[src/rtl/pclk_pkg.sv]
// ============================================================
// pclk_pkg : shared types and helpers for the power-clock sequencer
// Rev 1.0
// ============================================================
`default_nettype none

package pclk_pkg;

  localparam int NPH = 4;

  typedef enum logic [1:0] {
    PH_RAMPUP = 2'd0,
    PH_HOLD   = 2'd1,
    PH_RAMPDN = 2'd2,
    PH_WAIT   = 2'd3
  } phase_t;

  typedef enum logic [1:0] {
    ST_IDLE  = 2'd0,
    ST_RUN   = 2'd1,
    ST_DRAIN = 2'd2
  } fsm_t;

  // Phase k lags the global quarter by k quarters.
  function automatic phase_t phase_of(input logic [1:0] q, input logic [1:0] k);
    return phase_t'(q - k);
  endfunction

endpackage

`default_nettype wire

[src/rtl/pclk_phase_gen_if.sv]
// ============================================================
// pclk_phase_gen_if : run request and power-clock rail outputs
// Rev 1.0
// ============================================================
`default_nettype none

interface pclk_phase_gen_if #(
  parameter int LVL_W = 3,
  parameter int CNT_W = 16
);

  logic                 run;
  logic                 busy;
  logic                 done;
  logic [1:0]           quarter;
  logic [CNT_W-1:0]     cyc_cnt;
  logic [4*LVL_W-1:0]   clkpos_lvl;
  logic [4*LVL_W-1:0]   clkneg_lvl;
  logic [3:0]           clkpos;
  logic [3:0]           clkneg;

  modport master (
    output run,
    input  busy, done, quarter, cyc_cnt, clkpos_lvl, clkneg_lvl, clkpos, clkneg
  );

  modport slave (
    input  run,
    output busy, done, quarter, cyc_cnt, clkpos_lvl, clkneg_lvl, clkpos, clkneg
  );

endinterface

`default_nettype wire

[src/rtl/pclk_phase_lvl.sv]
// ============================================================
// pclk_phase_lvl : registered trapezoid level and rail bits for one phase
// Rev 1.0
// ============================================================
`default_nettype none

module pclk_phase_lvl import pclk_pkg::*; #(
  parameter int LVL_W = 3
) (
  input  logic             clk,
  input  logic             rstn,
  input  phase_t           ps,
  input  logic [LVL_W-1:0] step,
  input  logic             act,
  output logic [LVL_W-1:0] lvl,
  output logic [LVL_W-1:0] lvl_n,
  output logic             pos,
  output logic             neg
);

  localparam logic [LVL_W-1:0] C_MAX = '1;

  logic [LVL_W-1:0] w_lvl;

  always_comb begin
    w_lvl = '0;
    if (act) begin
      case (ps)
        PH_RAMPUP: w_lvl = step + LVL_W'(1);
        PH_HOLD:   w_lvl = C_MAX;
        PH_RAMPDN: w_lvl = C_MAX - LVL_W'(1) - step;
        default:   w_lvl = '0;
      endcase
    end
  end

  always_ff @(posedge clk or negedge rstn) begin
    if (!rstn) begin
      lvl   <= '0;
      lvl_n <= C_MAX;
      pos   <= 1'b0;
      neg   <= 1'b1;
    end else begin
      lvl   <= w_lvl;
      lvl_n <= C_MAX - w_lvl;
      pos   <= (w_lvl == C_MAX);
      neg   <= (w_lvl != C_MAX);
    end
  end

endmodule

`default_nettype wire

[src/rtl/pclk_phase_gen.sv]
// ============================================================
// pclk_phase_gen : four-phase power-clock sequencer with gated start and drain
// Rev 1.0
// ============================================================
`default_nettype none

module pclk_phase_gen import pclk_pkg::*; #(
  parameter int LVL_W = 3,
  parameter int CNT_W = 16
) (
  input  logic               clk,
  input  logic               rstn,
  pclk_phase_gen_if.slave    bus
);

  localparam logic [LVL_W-1:0] C_LAST = {LVL_W{1'b1}} - LVL_W'(1);

  fsm_t              r_state;
  logic              r_stop;
  logic [1:0]        r_q;
  logic [LVL_W-1:0]  r_step;
  logic [NPH-1:0]    r_active;
  logic              r_busy;
  logic              r_done;
  logic [CNT_W-1:0]  r_cnt;

  logic              w_start;
  logic              w_stop;
  logic              w_bnd;
  logic [1:0]        w_q_nxt;
  logic [LVL_W-1:0]  w_step_nxt;
  logic [NPH-1:0]    w_active_nxt;

  logic [NPH*LVL_W-1:0] w_pos_lvl;
  logic [NPH*LVL_W-1:0] w_neg_lvl;
  logic [NPH-1:0]       w_pos;
  logic [NPH-1:0]       w_neg;

  // Next-state timing; level registers sample these so outputs track the new quarter/step.
  always_comb begin
    w_start      = (r_state == ST_IDLE) && bus.run;
    w_stop       = r_stop || ((r_state == ST_RUN) && !bus.run);
    w_bnd        = (r_state != ST_IDLE) && (r_step == C_LAST);
    w_q_nxt      = r_q;
    w_step_nxt   = r_step;
    w_active_nxt = r_active;
    if (w_start) begin
      w_q_nxt      = 2'd0;
      w_step_nxt   = '0;
      w_active_nxt = NPH'(1);
    end else if (r_state != ST_IDLE) begin
      if (w_bnd) begin
        w_step_nxt = '0;
        w_q_nxt    = r_q + 2'd1;
        for (int k = 0; k < NPH; k++) begin
          if (w_stop) begin
            // Draining: retire phases entering WAIT and block any restart.
            if (phase_of(w_q_nxt, 2'(k)) == PH_WAIT || phase_of(w_q_nxt, 2'(k)) == PH_RAMPUP)
              w_active_nxt[k] = 1'b0;
          end else if (k != 0 && w_q_nxt == 2'(k)) begin
            w_active_nxt[k] = 1'b1;
          end
        end
      end else begin
        w_step_nxt = r_step + LVL_W'(1);
      end
    end
  end

  always_ff @(posedge clk or negedge rstn) begin
    if (!rstn) begin
      r_state  <= ST_IDLE;
      r_stop   <= 1'b0;
      r_q      <= 2'd0;
      r_step   <= '0;
      r_active <= '0;
      r_busy   <= 1'b0;
      r_done   <= 1'b0;
      r_cnt    <= '0;
    end else begin
      r_q      <= w_q_nxt;
      r_step   <= w_step_nxt;
      r_active <= w_active_nxt;
      r_busy   <= |w_active_nxt;
      r_done   <= 1'b0;
      case (r_state)
        ST_IDLE: begin
          if (bus.run) begin
            r_state <= ST_RUN;
            r_stop  <= 1'b0;
            r_cnt   <= '0;
          end
        end
        ST_RUN: begin
          if (!bus.run) begin
            r_state <= ST_DRAIN;
            r_stop  <= 1'b1;
          end
        end
        ST_DRAIN: begin
          if (w_active_nxt == '0) begin
            r_state <= ST_IDLE;
            r_stop  <= 1'b0;
            r_done  <= 1'b1;
          end
        end
        default: r_state <= ST_IDLE;
      endcase
      // Phase 0 leaving RAMPDN marks one completed period.
      if (w_bnd && r_q == 2'd2 && r_active[0] && r_cnt != {CNT_W{1'b1}})
        r_cnt <= r_cnt + CNT_W'(1);
    end
  end

  generate
    for (genvar g = 0; g < NPH; g++) begin : g_phase
      pclk_phase_lvl #(.LVL_W(LVL_W)) u_lvl (
        .clk   (clk),
        .rstn  (rstn),
        .ps    (phase_of(w_q_nxt, 2'(g))),
        .step  (w_step_nxt),
        .act   (w_active_nxt[g]),
        .lvl   (w_pos_lvl[g*LVL_W +: LVL_W]),
        .lvl_n (w_neg_lvl[g*LVL_W +: LVL_W]),
        .pos   (w_pos[g]),
        .neg   (w_neg[g])
      );
    end
  endgenerate

  assign bus.busy       = r_busy;
  assign bus.done       = r_done;
  assign bus.quarter    = r_q;
  assign bus.cyc_cnt    = r_cnt;
  assign bus.clkpos_lvl = w_pos_lvl;
  assign bus.clkneg_lvl = w_neg_lvl;
  assign bus.clkpos     = w_pos;
  assign bus.clkneg     = w_neg;

endmodule

`default_nettype wire
[src/flat_wrapper.sv]
// flat-port wrapper written by rule: the top's interface ports become plain ports
module pclk_phase_gen_flat import pclk_pkg::*;
#(
  parameter int LVL_W = 3,
  parameter int CNT_W = 16
)
  (clk, rstn, bus_run, bus_busy, bus_done, bus_quarter, bus_cyc_cnt, bus_clkpos_lvl, bus_clkneg_lvl, bus_clkpos, bus_clkneg);
  pclk_phase_gen_if #(.LVL_W(LVL_W), .CNT_W(CNT_W)) bus_i ();
  input  logic clk;
  input  logic rstn;
  input wire logic [$bits(bus_i.run)-1:0] bus_run;
  output wire logic [$bits(bus_i.busy)-1:0] bus_busy;
  output wire logic [$bits(bus_i.done)-1:0] bus_done;
  output wire logic [$bits(bus_i.quarter)-1:0] bus_quarter;
  output wire logic [$bits(bus_i.cyc_cnt)-1:0] bus_cyc_cnt;
  output wire logic [$bits(bus_i.clkpos_lvl)-1:0] bus_clkpos_lvl;
  output wire logic [$bits(bus_i.clkneg_lvl)-1:0] bus_clkneg_lvl;
  output wire logic [$bits(bus_i.clkpos)-1:0] bus_clkpos;
  output wire logic [$bits(bus_i.clkneg)-1:0] bus_clkneg;
  assign bus_i.run = bus_run;
  assign bus_busy = bus_i.busy;
  assign bus_done = bus_i.done;
  assign bus_quarter = bus_i.quarter;
  assign bus_cyc_cnt = bus_i.cyc_cnt;
  assign bus_clkpos_lvl = bus_i.clkpos_lvl;
  assign bus_clkneg_lvl = bus_i.clkneg_lvl;
  assign bus_clkpos = bus_i.clkpos;
  assign bus_clkneg = bus_i.clkneg;
  pclk_phase_gen #(.LVL_W(LVL_W), .CNT_W(CNT_W)) u_core (.clk(clk), .rstn(rstn), .bus(bus_i));
endmodule
[config.mk]
export PLATFORM = sky130hd
export DESIGN_NAME = pclk_phase_gen_flat
export DESIGN_NICKNAME = d
export VERILOG_FILES = /design/src/rtl/pclk_pkg.sv /design/src/rtl/pclk_phase_gen_if.sv /design/src/rtl/pclk_phase_lvl.sv /design/src/rtl/pclk_phase_gen.sv /design/src/flat_wrapper.sv
export SDC_FILE = /design/constraint.sdc
export NUM_CORES = 1
export LEC_CHECK = 0
export CAP_MARGIN = 30
export CORE_ASPECT_RATIO = 0.8
export CORE_MARGIN = 1
export CORE_UTILIZATION = 40
export DETAILED_ROUTE_END_ITERATION = 7
export PLACE_DENSITY = 0.6
export SETUP_SLACK_MARGIN = 0.5
export SLEW_MARGIN = 10
export SYNTH_ARGS = -nofsm -noshare
export SYNTH_HDL_FRONTEND = slang
export SYNTH_HIERARCHICAL = 1
export SYNTH_SLANG_ARGS = --single-unit
[constraint.sdc]
create_clock -name clk -period 3.6 [get_ports clk]
set_input_delay 0.72 -clock clk [delete_from_list [all_inputs] [get_ports clk]]
set_output_delay 0.72 -clock clk [all_outputs]
set_load 0.01 [all_outputs]
==> metrics.md <==
| Metric | Value |
|---|---|
| Status | finished clean |
| IO Port Bufs | 54 |
| Setup-failing EPs final | 0 |
| P_leak | 1.794 nW |
| Largest net degree at the start of global routing | 31 |
| Placed Area | 3968 um2 |
| Clk_lat worst skew | 340 ps |
| Max Root-Sink Buffers | 2 |
| Placer Congestion | 0.8364 |
| Die Wd | 103.2 um |
| Reg2reg start | u_core/r_step[0]$_DFF_PN0_ |
| Crit path largest cell delay | 630 ps |
| Synth Flop Type | dfrtp_1 |
| CTS sink cnt | 62 |
| Antenna Cells | 0 |
| Final hold vios | 0 |
| RR Endpoint | u_core/g_phase[1].u_lvl/pos$_DFF_PN0_ |
| Fillcell total | 704 |
| Req. time, crit path | 3820 ps |
| Final TNS setup | 0 ps |
| WL final | 7044 um |
| #FFs+latches synth | 62 |
| Area delta synth->final | 26.61% |
| Arr. time, crit path | 3180 ps |
| Final critical-path share of the clock period | 82.08% |
| Worst-path cell chain | clkdlybuf4s50_1 -> or3b_2 -> o311ai_0 -> o21ai_0 -> nor2b_2 -> a22o_1 -> or2_1 |
| Hold Buf Count CTS | 0 |
| Syn Nets | 322 |
| Hold crit path type | in -> async |
| Clk root buf | clkbuf_8 |
| Maximum vdd drop | 369.9 uV |
| CP max stage cell | clkdlybuf4s50_1 |
| Worst slew pin tran | 841.5 ps |
| Grt total ovfl | 0 |
| Post-synth EDFFs | 0 |
| Vias post-DR | 2542 |
| Vias per cell | 5.198 |
| Syn Area/Cell | 10.64 um2 |
| Post-route DRC | 0 |
| YS warnings | 6 |
| Maxcap violations | 0 |
| Core Util, Final | 52.21% |
| Achievable frequency | 338.4 MHz |
| Clock transition at path regs | 70 ps |
| Num rows | 29 |
| Post-CTS setup buffer count | 0 |
| Most common cell after layout, fill and taps aside | clkdlybuf4s50_1 |
| DRT Pass-1 Iters | 4 |
| Crit path kind | in -> reg |
| Synth unique cells | 62 |
| First-pass GRT wire length | 12010 um |
| Fin area | 4149 um2 |
| Post-DP HPWL | 4891 um |
| Antenna viol nets, final | 0 |
| Mapped Area | 3277 um2 |
| CTS Buf Count | 9 |
| Initial Util | 41.24% |
| Critical path launch point type | input pin |
| Pwr/cell area | 583.1 nW/um2 |
| Post-synthesis sequential area ratio | 47.96% |
| Vias in the first global route | 2458 |
| Share of cells above drive strength 1 | 15.75% |
| Gr usage total | 18.21% |
| Final Max Tran Viols | 0 |
| Clock Skews | 9.879 ps |
| Core area | 7946 um2 |
| Slew HR | 43.30% |
| Reg2Reg Setup Slack | 850 ps |
| Mapped Cells | 308 |
| Total die area | 8561 um2 |
| Antenna violations before repair | 0 |
| Ys async rst share | 100.0% |
| Reg2reg path depth | 8 |
| Initial DRC Count | 163 |
| Crit Path Max Fanout | 9 |
| CTS tree | done |
| Tmin final | 2955 ps |
| Die Y | 82.96 um |
| RSZ-0062 raised after global routing | no |
| Crit end category | register |
| I/O pin count | 55 |
| H-tree depth | 3 |
| Total Nets Final | 390 |
| Wire per inst | 14.40 um |
| Most frequent cells in the layout | clkdlybuf4s50_1, dfrtp_1, nand2_1 |
| CTS resizes | 0 |
-- stage by stage --
step	total power, mW	hold slack (ps)	worst slack [ps]	cells
6_report	2.419	425.7	645.1	489
5_1_grt	2.608	457.9	541.3	489
4_1_cts	2.439	434.0	694.4	487
3_5_place_dp	1.877	527.0	339.8	471
3_3_place_gp	1.857	535.1	393.8	471
2_1_floorplan	1.552	424.4	769.9	308
-- logic make-up (layout without fill, tap and decap cells) --
| family | Yosys count | after routing | synth area share, % |
|---|---|---|---|
| buffers and inverters | 26 | 99 | 3.398 |
| DFF | 62 | 62 | 47.96 |
| adders and majority gates | 11 | 11 | 4.200 |
| and+or+nand+nor | 121 | 121 | 22.64 |
| AOI/OAI and AO/OA | 58 | 58 | 13.06 |
| xor gates and xnor gates | 15 | 15 | 4.009 |
| muxes | 15 | 15 | 4.735 |
-- cell type report --
cell class / instances / area [um2] / area share, %
Inverter: 19 / 71.32 / 1.719
Clock buffer: 15 / 166.4 / 4.011
Timing Repair Buffer: 64 / 605.6 / 14.60
Clock inverter: 1 / 5.005 / 0.1206
Sequential cell: 62 / 1572 / 37.88
Tap cell: 108 / 135.1 / 3.257
Multi-Input combinational cell: 220 / 1594 / 38.42
-- how the worst max path moves through the flow --
stage,cells after the start,slack [ps],to,startpoint
floorplan,8,770,u_core/g_phase[1].u_lvl/pos$_DFF_PN0_,u_core/r_step[0]$_DFF_PN0_
global placement,7,390,u_core/g_phase[1].u_lvl/pos$_DFF_PN0_,bus_run
detailed placement,7,340,u_core/g_phase[1].u_lvl/pos$_DFF_PN0_,bus_run
CTS,7,690,u_core/g_phase[1].u_lvl/pos$_DFF_PN0_,bus_run
global route,7,540,u_core/g_phase[1].u_lvl/pos$_DFF_PN0_,bus_run
finish,7,650,u_core/g_phase[1].u_lvl/pos$_DFF_PN0_,bus_run
-- power by group --
| group | switching (mW) | leakage, nW | internal [mW] |
|---|---|---|---|
| clock network | 0.254 | 0.0877 | 0.288 |
| logic | 0.497 | 0.922 | 0.460 |
| registers | 0.114 | 0.785 | 0.807 |
| total | 0.865 | 1.79 | 1.55 |
-- flip-flops by register name, indices dropped and copies added (netlist names) --
| signal | flops |
|---|---|
| u_core/g_phase.u_lvl/pos | 4 |
| u_core/bus.done | 1 |
| u_core/bus.busy | 1 |
| u_core/bus.cyc_cnt | 16 |
| u_core/g_phase.u_lvl/lvl | 12 |
| u_core/r_stop | 1 |
| u_core/r_state | 2 |
| u_core/g_phase.u_lvl/neg | 4 |
| u_core/g_phase.u_lvl/lvl_n | 12 |
| u_core/r_active | 4 |
| u_core/r_step | 3 |
| u_core/bus.quarter | 2 |
-- synth_stat cells (2+ instances only) --
cell | n | area [um2]
mux2i_1 | 11 | 110.1
xnor2_1 | 10 | 87.58
xor2_1 | 5 | 43.79
and2_2 | 4 | 30.03
buf_2 | 5 | 25.02
nor3_1 | 9 | 45.04
mux2_1 | 4 | 45.04
o21ai_0 | 15 | 75.07
nor3b_1 | 2 | 15.01
o221ai_1 | 4 | 35.03
nand2_1 | 24 | 90.09
or3b_2 | 2 | 17.52
o211ai_1 | 2 | 15.01
nor2b_2 | 4 | 35.03
or4_1 | 2 | 15.01
and3_1 | 3 | 18.77
and2_1 | 13 | 81.33
a21oi_1 | 7 | 35.03
nor4bb_1 | 4 | 40.04
a31oi_1 | 6 | 37.54
nand2b_1 | 3 | 18.77
nand3_1 | 4 | 20.02
nor4_1 | 4 | 25.02
nor2b_1 | 6 | 37.54
or2_1 | 4 | 25.02
ha_1 | 11 | 137.6
a22o_1 | 4 | 35.03
dfrtp_1 | 46 | 1151
nor2_1 | 18 | 67.56
nand3b_1 | 2 | 15.01
dfstp_2 | 16 | 420.4
nand4_1 | 2 | 12.51
a21o_1 | 2 | 15.01
nand4bb_1 | 4 | 45.04
inv_1 | 19 | 71.32
-- routing by layer --
| layer | track usage, % | part of all wire, % |
|---|---|---|
| met5 | 0 | 0 |
| met4 | 4.225 | 0.91 |
| met3 | 5.303 | 4.2 |
| met2 | 26.55 | 44 |
| met1 | 26.58 | 51 |
-- worst max-delay path, delay by kind of cell --
| family | cells | cell delay, ps |
|---|---|---|
| AOI/OAI and AO/OA | 3 | 820 |
| buffers and inverters | 1 | 630 |
| and+or+nand+nor | 3 | 1000 |
(Power assumes the default switching activity.)
==> RTL edit 1: new RTL, same flow settings <==
`LVL_W` is set to 3 in 4 places; all go to 6.
--- a/src/rtl/pclk_phase_gen_if.sv
+++ b/src/rtl/pclk_phase_gen_if.sv
@@ -5,7 +5,7 @@
 `default_nettype none
 
 interface pclk_phase_gen_if #(
-  parameter int LVL_W = 3,
+  parameter int LVL_W = 6,
   parameter int CNT_W = 16
 );
 
--- a/src/rtl/pclk_phase_lvl.sv
+++ b/src/rtl/pclk_phase_lvl.sv
@@ -5,7 +5,7 @@
 `default_nettype none
 
 module pclk_phase_lvl import pclk_pkg::*; #(
-  parameter int LVL_W = 3
+  parameter int LVL_W = 6
 ) (
   input  logic             clk,
   input  logic             rstn,
--- a/src/rtl/pclk_phase_gen.sv
+++ b/src/rtl/pclk_phase_gen.sv
@@ -5,7 +5,7 @@
 `default_nettype none
 
 module pclk_phase_gen import pclk_pkg::*; #(
-  parameter int LVL_W = 3,
+  parameter int LVL_W = 6,
   parameter int CNT_W = 16
 ) (
   input  logic               clk,
--- a/src/flat_wrapper.sv
+++ b/src/flat_wrapper.sv
@@ -1,7 +1,7 @@
 // flat-port wrapper written by rule: the top's interface ports become plain ports
 module pclk_phase_gen_flat import pclk_pkg::*;
 #(
-  parameter int LVL_W = 3,
+  parameter int LVL_W = 6,
   parameter int CNT_W = 16
 )
   (clk, rstn, bus_run, bus_busy, bus_done, bus_quarter, bus_cyc_cnt, bus_clkpos_lvl, bus_clkneg_lvl, bus_clkpos, bus_clkneg);
Interface: changed (resized bus_clkneg_lvl and bus_clkpos_lvl); port bits go from 55 to 79. No check against the original RTL was run, so the function may have changed too.
==> RTL edit 1 against the original RTL <==
Critical endpoint is now u_core/g_phase[3].u_lvl/pos; non-clock buffer count up 31; power increased by 27%; wire length grew 42%; sequential cell count up 27; synthesized cell count grew 42%; count of clock-buffer cells in the layout down 1; area after synthesis up 37%; design area rose by 40%; setup slack lost 91 ps; worst hold slack worse by 110 ps.
==> RTL edit 1: results (changes against the original RTL) <==
* Outcome: completed
* Syn_area_per_cell at 10.30 um^2 (-3.2%)
* Syn Nets at 450 (+40%)
* Max incr delay on CP at 540 ps (-90 ps)
* Vias in the first global route at 3,466 (+41%)
* Detailed Routing Iterations Pass 1 at 5 (+1)
* Synth area leaders: dfrtp_1, dfstp_2, xnor2_1, inv_1, ha_1
* Leakage Power at 2.499 nW (+39%)
* Wirelength per Cell at 14.85 um (+3.1%)
* Post-synthesis compound-gate area fraction at 0.09309 (-0.03750)
* RD Place Congestion at 0.8449 (+1.0%)
* Top cells by count, synth: dfrtp_1, inv_1, nand2_1, nor2_1
* Post-synthesis xor/xnor area fraction at 0.06633 (+0.02624)
* R2r setup slk at 710 ps (-140 ps)
* Number of vias per cell at 5.089 (-2.1%)
* PwrDens at 530.1 nW/um^2 (-9.1%)
* Met1 GRT Util at 0.2727 (+0.006863)
* Post-synthesis adder-cell area fraction at 0.03066 (-0.01134)
* VDD IR max at 0.3956 mV (+6.9%)
* Internal power at 0.002048 W (+32%)
* First-pass GRT wire length at 17.11 mm (+42%)
* Pre-CTS WS at 54.83 ps (-285.0 ps)
* Post-DP Area at 5517 um^2 (+39%)
* Largest net degree at the start of global routing at 34 (+9.7%)
* Slew @ Worst Pin at 597.5 ps (-244.0 ps)
-- RTL edit 1: cell type report --
| cell class | count | area (um^2) |
|---|---|---|
| Fill cell | 1001 | 5074 |
| Sequential cell | 89 | 2262 |
| Multi-Input combinational cell | 295 | 2061 |
| Timing Repair Buffer | 95 | 905.9 |
| Clock buffer | 14 | 264.0 |
| Tap cell | 144 | 180.2 |
| Inverter | 37 | 138.9 |
| Clock inverter | 1 | 5.005 |
-- RTL edit 1: how the worst max path moves through the flow --
stage                                        endpoint  slack (ps)  depth (start not counted)
final                     u_core/g_phase[3].u_lvl/pos         550                         10
after floorplan           u_core/g_phase[0].u_lvl/pos         530                         10
after detailed placement  u_core/g_phase[3].u_lvl/pos          50                          9
after CTS                 u_core/g_phase[0].u_lvl/pos         570                          8
after global placement    u_core/g_phase[2].u_lvl/pos         180                          9
after global routing      u_core/g_phase[0].u_lvl/pos         420                         11
-- RTL edit 1: timing repair --
item	CTS	global route
resized for setup	3	4
buffers inserted	0	0
pin swaps	0	0
setup endpoints to repair	6	7
==> RTL edit 2: new RTL, same flow settings <==
Made on the original files. Encoding of `fsm_t`: now one-hot (3 bits for 3 states).
--- a/src/rtl/pclk_pkg.sv
+++ b/src/rtl/pclk_pkg.sv
@@ -15,10 +15,10 @@
     PH_WAIT   = 2'd3
   } phase_t;
 
-  typedef enum logic [1:0] {
-    ST_IDLE  = 2'd0,
-    ST_RUN   = 2'd1,
-    ST_DRAIN = 2'd2
+  typedef enum logic [2:0] {
+    ST_IDLE  = 3'b001,
+    ST_RUN   = 3'b010,
+    ST_DRAIN = 3'b100
   } fsm_t;
 
   // Phase k lags the global quarter by k quarters.
Check against the original RTL: same outputs for any inputs over 10 cycles, from zero or initial values and one cycle with rstn low; not proved beyond that.
==> RTL edit 2 against the original RTL <==
Sequential power barely moved; wire length fell by 5.5%; worst hold slack improved by 81 ps; power rose by 10%; setup slack improved by 31 ps; utilization rose by 1.6 points; sequential cell count rose by 1; global-route usage fell by 0.62 points; area after synthesis fell by 1.7%; clock power rose by 16%; maximum frequency rose by 1.1%; design area fell by 1.4%; via count fell by 4.0%; combinational power rose by 16%; highest routed layer unchanged.
==> RTL edit 2: results (changes against the original RTL) <==
* Wirelength per Cell at 13.92 um (-3.3%)
* Largest register FFs at 16 (unchanged)
* Fill cells at 679 (-3.6%)
* Antenna fix cells at 0 (unchanged)
* VDD IR max at 0.3808 mV (+3.0%)
* Post_cts resized at 0 (unchanged)
* Sequential area share after synthesis at 0.4959 (+0.01635)
* Predominant post-synthesis flop cell: dfrtp_1
* Post-synthesis adder-cell area fraction at 0.04272 (+0.0007177)
* Post-synthesis compound-gate area fraction at 0.08078 (-0.04981)
* Setup Fix Bufs, Post-CTS at 0 (unchanged)
* Yosys cell types at 54 (-13%)
* Final Net Count at 382 (-2.1%)
* Detailed Routing Iterations Pass 1 at 4 (unchanged)
* DP HPWL at 4.632 mm (-5.3%)
* Met3 usage at 0.04630 (-0.006734)
* DRT iter0 DRCs at 165 (+1.2%)
* Num CTS Buffers at 9 (unchanged)
* Initial antenna violation count at 0 (unchanged)
* Sw Pwr at 0.0009700 W (+12%)
* Worst Path Arrival at 3150 ps (-30 ps)
* Clk slew on worst S/H paths at 80 ps
* Clk root buf: clkbuf_8
* Syn Nets at 318 (-1.2%)
* RD Place Congestion at 0.8374 (+0.12%)
* Slew @ Worst Pin at 868.4 ps (+26.90 ps)
* Mux share of post-synthesis cell area at 0.05204 (+0.004693)
* H-tree levels at 3 (unchanged)
* Met1 GRT Util at 0.2702 (+0.004325)
* Outcome: completed
* Synth area leaders: dfrtp_1, dfstp_2, ha_1, nand2_1, xnor2_1
* Largest net degree at the start of global routing at 64 (+110%)
* FFs w/ async S/R, synth at 1.000 (unchanged)
* Number of synthesized flops with an enable pin at 0 (unchanged)
* Number of vias per cell at 5.105 (-1.8%)
* Met2 track demand over resource at 0.2322 (-0.03324)
* Crit path max fanout at 9 (unchanged)
* First-pass GRT wire length at 11.08 mm (-7.8%)
* Hold WC Path Type: reg -> reg
* Number of I/O port buffers at 54 (unchanged)
* Vias in the first global route at 2,228 (-9.4%)
* Leakage Power at 1.749 nW (-2.5%)
* Top cells by count, synth: dfrtp_1, nand2_1, nor2_1
* Synth Warn # at 6 (unchanged)
* Max Buffers Root-to-Sink at 2 (unchanged)
* Clk_lat worst skew at 350 ps
* Post-synthesis xor/xnor area fraction at 0.05165 (+0.01156)
* Ratio of cells with drive above 1 in the final layout at 0.1582 (+0.0006966)
* Clock Skew at 8.377 ps (-1.503 ps)
* GRT Total Usage at 0.1759 (-0.006211)
[RTL edit 2: cell count changes in the layout (fill, tap and decap cells not counted), sizes merged, moves of 4 or more]
| cell | change |
|---|---|
| inv | -6 |
| nand3 | +13 |
| nor2 | +8 |
| nand2 | +6 |
| o221ai | -4 |
| buf | -5 |
| clkbuf | -5 |
| o21ai | -6 |
[RTL edit 2: logic make-up after synthesis]
kind of cell / count (synthesis)
and+or+nand+nor: 139
DFF: 63
AOI/OAI and AO/OA: 38
xor gates and xnor gates: 19
buffers and inverters: 18
muxes: 16
adders and majority gates: 11
[RTL edit 2: worst max-delay path: stages (launching register included)]
cell	delay [ps]
dfstp_2	610
nor3b_2	460
nor2_1	210
a22oi_1	440
xor2_1	520
nor2b_2	110
a22o_1	260
or2_1	200
[RTL edit 2: area by class of cell]
cell class | instances | area, um^2 | share of cell area
clock buffers | 10 | 137.6 | 0.03366
clock inverters | 6 | 68.82 | 0.01683
inverters | 12 | 45.04 | 0.01102
multi-input cells | 223 | 1535 | 0.3755
flip-flops and latches | 63 | 1598 | 0.3908
well taps | 105 | 131.4 | 0.03213
repair buffers | 59 | 573.1 | 0.1401
[RTL edit 2: final timing paths]
kind	from	to	slack, ps	cells after the start
worst min-delay path	u_core/bus.cyc_cnt[15]	u_core/bus.cyc_cnt[15]	510	1
worst max-delay path	u_core/r_state[0]	u_core/g_phase[1].u_lvl/pos	680	7
worst min register to register	u_core/bus.cyc_cnt[15]	u_core/bus.cyc_cnt[15]	510	1
min in group asynchronous	rstn	u_core/bus.cyc_cnt[8]	520	2
worst max register to register	u_core/r_state[0]	u_core/g_phase[1].u_lvl/pos	680	7
max in group asynchronous	rstn	u_core/g_phase[1].u_lvl/lvl[1]	2550	2
[RTL edit 2: metrics by stage]
step,worst slack (ps),hold slack (ps),cells,instance area [um^2],power (W)
after floorplan,735.2,424.4,304,3222,0.001735
after global placement,486.3,491.5,462,3882,0.002043
after detailed placement,442.3,489.8,462,3882,0.002031
after CTS,712.7,512.3,478,4089,0.002687
after global routing,503.3,539.3,478,4089,0.002873
final,676.5,506.8,478,4089,0.002663
[RTL edit 2: power by group through the flow]
stage / Sequential (W) / Clock (W) / Combinational, W
6_report: 0.000922 / 0.000628 / 0.00111
5_1_grt: 0.000935 / 0.000679 / 0.00126
4_1_cts: 0.000919 / 0.000651 / 0.00112
3_5_place_dp: 0.000926 / 0 / 0.00110
3_3_place_gp: 0.000931 / 0 / 0.00111
2_1_floorplan: 0.000918 / 0 / 0.000818
[RTL edit 2: metal layers]
metal / up-vias / part of all wire
li1: 1198 / -
met1: 1168 / 0.54
met2: 63 / 0.39
met3: 11 / 0.052
met4: 0 / 0.017
met5: - / 0
